[config.mk]
export PLATFORM = sky130hd
export DESIGN_NAME = mem_arbiter
export DESIGN_NICKNAME = d
export VERILOG_FILES = /design/src/rtl/arb_types.sv /design/src/rtl/sat_counter.sv /design/src/rtl/mem_arbiter.sv
export SDC_FILE = /design/constraint.sdc
export NUM_CORES = 1
export LEC_CHECK = 0
export BUFFER_PORTS_ARGS = -buffer_cell sky130_fd_sc_hd__buf_2
export CORE_AREA = 5 5 563 565
export DETAILED_ROUTE_END_ITERATION = 10
export DIE_AREA = 0 0 568 570
export PLACE_DENSITY = 0.3
export SLEW_MARGIN = 20
export SYNTH_ARGS = -nofsm -noshare
export SYNTH_HDL_FRONTEND = slang
export SYNTH_SLANG_ARGS = --single-unit
[constraint.sdc]
create_clock -name clk -period 2.64 [get_ports clk]
set_clock_uncertainty 0.15 [all_clocks]
set_input_delay 0.132 -clock clk [delete_from_list [all_inputs] [get_ports clk]]
set_output_delay 0.132 -clock clk [all_outputs]
set_load 0.01 [all_outputs]
[src/rtl/arb_types.sv]
// Shared types and default widths for the instruction/data memory arbiter.
package arb_types;

    localparam int ADDR_W_DEF = 32;
    localparam int LINE_W_DEF = 256;
    localparam int CNT_W      = 32;

    typedef enum logic [1:0] {
        IDLE    = 2'd0,
        SERVE_I = 2'd1,
        SERVE_D = 2'd2
    } arb_state_t;

endpackage

[src/rtl/sat_counter.sv]
// Counter that increments on inc_i and sticks at all-ones.
module sat_counter #(
    parameter int W = 32
) (
    input  logic         clk_i,
    input  logic         rst_i,
    input  logic         inc_i,
    output logic [W-1:0] count_o
);

    logic [W-1:0] count_q, count_d;

    always_comb begin
        count_d = count_q;
        if (inc_i && (count_q != '1))
            count_d = count_q + 1'b1;
    end

    always_ff @(posedge clk_i) begin
        if (rst_i) count_q <= '0;
        else       count_q <= count_d;
    end

    assign count_o = count_q;

endmodule

[src/rtl/mem_arbiter.sv]
// Arbitrates I-cache fills and D-cache fills/writebacks onto one memory port,
// alternating on ties and presenting only latched request fields to memory.
module mem_arbiter
    import arb_types::*;
#(
    parameter int ADDR_W = ADDR_W_DEF,
    parameter int LINE_W = LINE_W_DEF
) (
    input  logic              clk,
    input  logic              rst,
    input  logic              i_read,
    input  logic [ADDR_W-1:0] i_addr,
    output logic              i_resp,
    output logic [LINE_W-1:0] i_rdata,
    input  logic              d_read,
    input  logic              d_write,
    input  logic [ADDR_W-1:0] d_addr,
    input  logic [LINE_W-1:0] d_wdata,
    output logic              d_resp,
    output logic [LINE_W-1:0] d_rdata,
    output logic              mem_read,
    output logic              mem_write,
    output logic [ADDR_W-1:0] mem_addr,
    output logic [LINE_W-1:0] mem_wdata,
    input  logic              mem_resp,
    input  logic [LINE_W-1:0] mem_rdata,
    output logic [CNT_W-1:0]  i_grants,
    output logic [CNT_W-1:0]  d_grants
);

    arb_state_t        state_q, state_d;
    logic              last_d_q, last_d_d;
    logic [ADDR_W-1:0] addr_q, addr_d;
    logic [LINE_W-1:0] wdata_q, wdata_d;
    logic              wr_q, wr_d;
    logic              grant_i, grant_d;

    always_comb begin
        state_d   = state_q;
        last_d_d  = last_d_q;
        addr_d    = addr_q;
        wdata_d   = wdata_q;
        wr_d      = wr_q;
        grant_i   = 1'b0;
        grant_d   = 1'b0;
        mem_read  = 1'b0;
        mem_write = 1'b0;
        i_resp    = 1'b0;
        d_resp    = 1'b0;
        case (state_q)
            IDLE: begin
                // On a tie, last_d_q==0 means instruction went last, so data wins.
                if ((d_read || d_write) && (!i_read || !last_d_q))
                    grant_d = 1'b1;
                else if (i_read)
                    grant_i = 1'b1;
                if (grant_d) begin
                    state_d  = SERVE_D;
                    last_d_d = 1'b1;
                    addr_d   = d_addr;
                    wdata_d  = d_wdata;
                    wr_d     = d_write;
                end else if (grant_i) begin
                    state_d  = SERVE_I;
                    last_d_d = 1'b0;
                    addr_d   = i_addr;
                    wr_d     = 1'b0;
                end
            end
            SERVE_I: begin
                mem_read = 1'b1;
                if (mem_resp) begin
                    i_resp  = 1'b1;
                    state_d = IDLE;
                end
            end
            SERVE_D: begin
                mem_read  = !wr_q;
                mem_write = wr_q;
                if (mem_resp) begin
                    d_resp  = 1'b1;
                    state_d = IDLE;
                end
            end
            default: state_d = IDLE;
        endcase
    end

    always_ff @(posedge clk) begin
        if (rst) begin
            state_q  <= IDLE;
            last_d_q <= 1'b0;
            addr_q   <= '0;
            wdata_q  <= '0;
            wr_q     <= 1'b0;
        end else begin
            state_q  <= state_d;
            last_d_q <= last_d_d;
            addr_q   <= addr_d;
            wdata_q  <= wdata_d;
            wr_q     <= wr_d;
        end
    end

    assign mem_addr  = addr_q;
    assign mem_wdata = wdata_q;
    assign i_rdata   = mem_rdata;
    assign d_rdata   = mem_rdata;

    sat_counter #(.W(CNT_W)) u_i_cnt (
        .clk_i   (clk),
        .rst_i   (rst),
        .inc_i   (grant_i),
        .count_o (i_grants)
    );

    sat_counter #(.W(CNT_W)) u_d_cnt (
        .clk_i   (clk),
        .rst_i   (rst),
        .inc_i   (grant_d),
        .count_o (d_grants)
    );

endmodule

==> impl_metrics.py <==
metrics = {
    "floorplanning": {
        "num_io_pins": 1450,
        "floorplan.initialDensity_pct": 5.58,
        "die-area_sq_mm": 0.324,
        "die_width_um": 568,
        "placement_rows": 205,
        "die_height_um": 570,
        "core_area_sq_mm": 0.311,
    },
    "global_routing": {
        "grt_start_max_net_pins": 100,
        "grt_overflow": 0,
        "grt_pass1_wl_um": 207000,
        "grt_pass1_vias": 18400,
        "antenna_found_initial": 82,
        "grt_use_total_pct": 9.90,
    },
    "synthesis": {
        "synth-seq-area-share_pct": 41.1,
        "synth_cell_types": 51,
        "ys_seq_elements": 356,
        "yosysWarningCount": 0,
        "ys_async_sr_fraction_pct": 0,
        "syn_nets": 2812,
        "synth_top_flop_cell": "sky130_fd_sc_hd__dfxtp_1",
        "netlist_instances": 2225,
        "synthesis.area_per_instance_sq_um": 7.80,
        "mappedNetlistArea_sq_mm": 0.0174,
        "synth_edf_count": 0,
    },
    "critical_path": {
        "worstPathArrival_ns": 2.89,
        "worst_ep_required_time_ns": 3.06,
        "critical_path.max_fanout": 10,
        "setup.worst_path.end_class": "register",
        "worst_reg2reg_path_depth": 11,
        "setup.worst_path.start_class": "register",
        "ff2ff_setup_slack_ns": 0.17,
        "critPathKind": "reg -> reg",
        "r2r_start": "state_q[0]",
        "worstReg2RegEnd": "mem_wdata[11]",
    },
    "power_and_ir_drop": {
        "peakVddDrop_mv": 0.535,
        "power_leakage_nw": 11.4,
        "p_per_area_mw_per_mm2": 686,
    },
    "clocking": {
        "tritoncts.num_buffers": 56,
        "clock_tree.buffer_depth": 3,
        "cts.root.buffer_cell": "sky130_fd_sc_hd__clkbuf_16",
        "clkTransAtPathRegs_ns": 0.06,
        "clock_latency_ns": 0.71,
        "clock-sinks": 356,
        "cts_tree": "yes",
        "cts_max_level": 2,
    },
    "timing": {
        "finalMaxSlewViolations": 0,
        "min_period_over_period_pct": 93.4,
        "achievable-frequency_ghz": 0.405,
        "rsz0062_at_grt": "no",
        "tightestPinTransition_ns": 0.793,
        "slew_headroom_pct": 47.1,
        "post-route-min-period_ns": 2.47,
        "finalSetupViolCount": 0,
        "timing.final.hold_violations": 0,
    },
    "cells_and_area": {
        "finish.net_count": 3490,
        "n_fill_cell": 36400,
        "layout.cell_area.non_filler_sq_mm": 0.0295,
        "layout-drive-gt1-share_pct": 30.1,
        "finalNonFillerCells": 7091,
        "synthToLayoutAreaGrowth_pct": 69.7,
    },
    "flow_run": {
        "maxCapViolations": 0,
    },
    "drt": {
        "initialDrtViolationCount": 830,
        "antenna_violating_nets_post_route": 0,
        "via_count": 18300,
        "iteration_count_of_the_initial_detailed_routing_pass": 5,
        "wl_um": 168000,
        "avgRoutedWirePerCell_um": 23.7,
        "route.detailed.drc": 0,
        "avgViaCountPerCell": 2.57,
    },
    "place": {
        "portBuffers": 681,
        "globalplace.congestion": 0.791,
        "hpwl_um": 146000,
        "dp_cells": 6506,
        "dpl_cell_area_sq_mm": 0.0226,
    },
    "min_path": {
        "worst_hold_path.num_cells": 4,
        "timing.hold.worst_endpoint": "mem_wdata[85]",
        "hp-start": "d_wdata[85]",
        "holdCritPathClass": "in -> reg",
    },
    "run_status": {
        "outcome": "complete, no violations",
    },
}
-- sequential cells by signal (all words and copies together), names as in the netlist --
name / cells
u_d_cnt.count_o: 32
mem_wdata: 256
u_i_cnt.count_o: 32
last_d_q: 1
wr_q: 1
mem_addr: 32
state_q: 2
-- cell type report --
cell class / count / area [sq um] / area share (%)
multi-input cells: 1224 / 5940 / 20.2
well taps: 4140 / 5180 / 17.6
flip-flops and latches: 356 / 7130 / 24.2
inverters: 13 / 48.8 / 0.166
clock inverters: 25 / 427 / 1.45
repair buffers: 1252 / 9150 / 31.1
clock buffers: 72 / 1560 / 5.31
diodes: 9 / 22.5 / 0.0765
-- worst max path at each step --
stage / startpoint / endpoint / depth (start not counted) / slack, ns
floorplan: u_i_cnt.count_o[4] / u_i_cnt.count_o[23] / 7 / 0.28
global placement: state_q[0] / u_i_cnt.count_o[28] / 9 / -0.23
detailed placement: state_q[0] / u_i_cnt.count_o[28] / 9 / -0.22
CTS: state_q[0] / mem_wdata[10] / 10 / 0.03
global route: state_q[0] / u_i_cnt.count_o[28] / 9 / 0.01
finish: state_q[0] / mem_wdata[11] / 11 / 0.17
-- synthesized netlist by cell type (2+ instances only) --
cell type / n / area (sq um)
sky130_fd_sc_hd__nor3_1: 6 / 30.0
sky130_fd_sc_hd__or3_1: 20 / 125
sky130_fd_sc_hd__nand4_1: 18 / 113
sky130_fd_sc_hd__o31ai_1: 20 / 150
sky130_fd_sc_hd__buf_2: 2 / 10.0
sky130_fd_sc_hd__o21ai_0: 20 / 100
sky130_fd_sc_hd__o31a_1: 2 / 17.5
sky130_fd_sc_hd__a31o_2: 2 / 17.5
sky130_fd_sc_hd__clkbuf_1: 116 / 435
sky130_fd_sc_hd__and4_1: 7 / 61.3
sky130_fd_sc_hd__ha_1: 5 / 62.6
sky130_fd_sc_hd__mux2_2: 6 / 67.6
sky130_fd_sc_hd__nand3_1: 22 / 110
sky130_fd_sc_hd__a211oi_1: 2 / 15.0
sky130_fd_sc_hd__nor2_1: 69 / 259
sky130_fd_sc_hd__nor2b_1: 7 / 43.8
sky130_fd_sc_hd__a311oi_1: 33 / 289
sky130_fd_sc_hd__or4_1: 23 / 173
sky130_fd_sc_hd__a21oi_1: 302 / 1510
sky130_fd_sc_hd__and2_1: 6 / 37.5
sky130_fd_sc_hd__nor4_1: 8 / 50.1
sky130_fd_sc_hd__inv_1: 13 / 48.8
sky130_fd_sc_hd__xnor2_1: 12 / 105
sky130_fd_sc_hd__and3_1: 3 / 18.8
sky130_fd_sc_hd__dfxtp_1: 356 / 7130
sky130_fd_sc_hd__nand2_1: 601 / 2260
sky130_fd_sc_hd__buf_4: 512 / 3840
sky130_fd_sc_hd__nand2b_1: 5 / 31.3
sky130_fd_sc_hd__nor4b_1: 2 / 17.5
sky130_fd_sc_hd__mux2i_1: 4 / 40.0
-- logic make-up (layout without fill, tap and decap cells) --
logic type      count (synthesis)  count (layout)  synth area share, %
xor+xnor                       13              13                0.656
buf+inv                       645            1362                 25.1
compound gates                395             395                 12.8
other cells                     0               9                    0
fa+ha+maj                       5               5                0.361
flops                         356             356                 41.1
mux                            10              10                0.620
simple gates                  801             801                 19.4
-- layout by cell type, fill, tap and decap left out, types with 13 or more instances in the layout --
| master | instances |
|---|---|
| sky130_fd_sc_hd__nand2_1 | 600 |
| sky130_fd_sc_hd__inv_1 | 13 |
| sky130_fd_sc_hd__o31ai_1 | 20 |
| sky130_fd_sc_hd__dfxtp_1 | 356 |
| sky130_fd_sc_hd__dlygate4sd3_1 | 477 |
| sky130_fd_sc_hd__nor2_1 | 67 |
| sky130_fd_sc_hd__buf_2 | 680 |
| sky130_fd_sc_hd__or3_1 | 20 |
| sky130_fd_sc_hd__buf_12 | 20 |
| sky130_fd_sc_hd__nand4_1 | 18 |
| sky130_fd_sc_hd__buf_4 | 74 |
| sky130_fd_sc_hd__a21oi_1 | 301 |
| sky130_fd_sc_hd__or4_1 | 23 |
| sky130_fd_sc_hd__o21ai_0 | 20 |
| sky130_fd_sc_hd__a311oi_1 | 33 |
| sky130_fd_sc_hd__clkbuf_16 | 57 |
| sky130_fd_sc_hd__nand3_1 | 21 |
-- worst max-delay path, cell delays in order, from the launching register on --
cell	delay [ns]
sky130_fd_sc_hd__dfxtp_1	0.35
sky130_fd_sc_hd__inv_1	0.08
sky130_fd_sc_hd__ha_1	0.26
sky130_fd_sc_hd__buf_12	0.15
sky130_fd_sc_hd__inv_1	0.11
sky130_fd_sc_hd__buf_4	0.20
sky130_fd_sc_hd__nor2_4	0.04
sky130_fd_sc_hd__buf_4	0.16
sky130_fd_sc_hd__buf_12	0.15
sky130_fd_sc_hd__nand2_1	0.07
sky130_fd_sc_hd__a21oi_1	0.05
sky130_fd_sc_hd__dlygate4sd3_1	0.55
-- power breakdown --
group	internal (mW)	switching (mW)
Sequential	6.03	0.391
Clock	5.03	3.29
Combinational	1.89	3.57
Total	12.9	7.25
-- timing repair --
action	4_1_cts	5_1_grt
setup endpoints to repair	5	3
buffers inserted	0	2
gates resized for setup	2	0
hold endpoints to repair	356	0
pin swaps	0	1
hold buffers	477	0
-- routing by layer --
metal / track usage, % / wire length, um / vias to the layer above
li1: - / - / 8186
met1: 8.32 / 49100 / 8339
met2: 15.8 / 74100 / 1268
met3: 9.59 / 35800 / 460
met4: 4.20 / 8870 / 0
met5: 0.0149 / 0 / -
-- metrics by stage --
stage / setup WS, ns / util [%] / hold slack [ns] / power, mW / setup TNS, ns
2_1_floorplan: 0.282 / - / 0.118 / 9.12 / 0
3_3_place_gp: -0.229 / 7.28 / 0.114 / 11.6 / -0.728
3_5_place_dp: -0.222 / 7.28 / 0.114 / 11.6 / -0.437
4_1_cts: 0.0304 / 9.46 / 0.000114 / 21.0 / 0
5_1_grt: 0.0114 / 9.47 / 0.0309 / 21.5 / 0
6_report: 0.174 / 9.47 / 0.102 / 20.2 / 0
No activity file was read; power rests on OpenSTA's default activity.
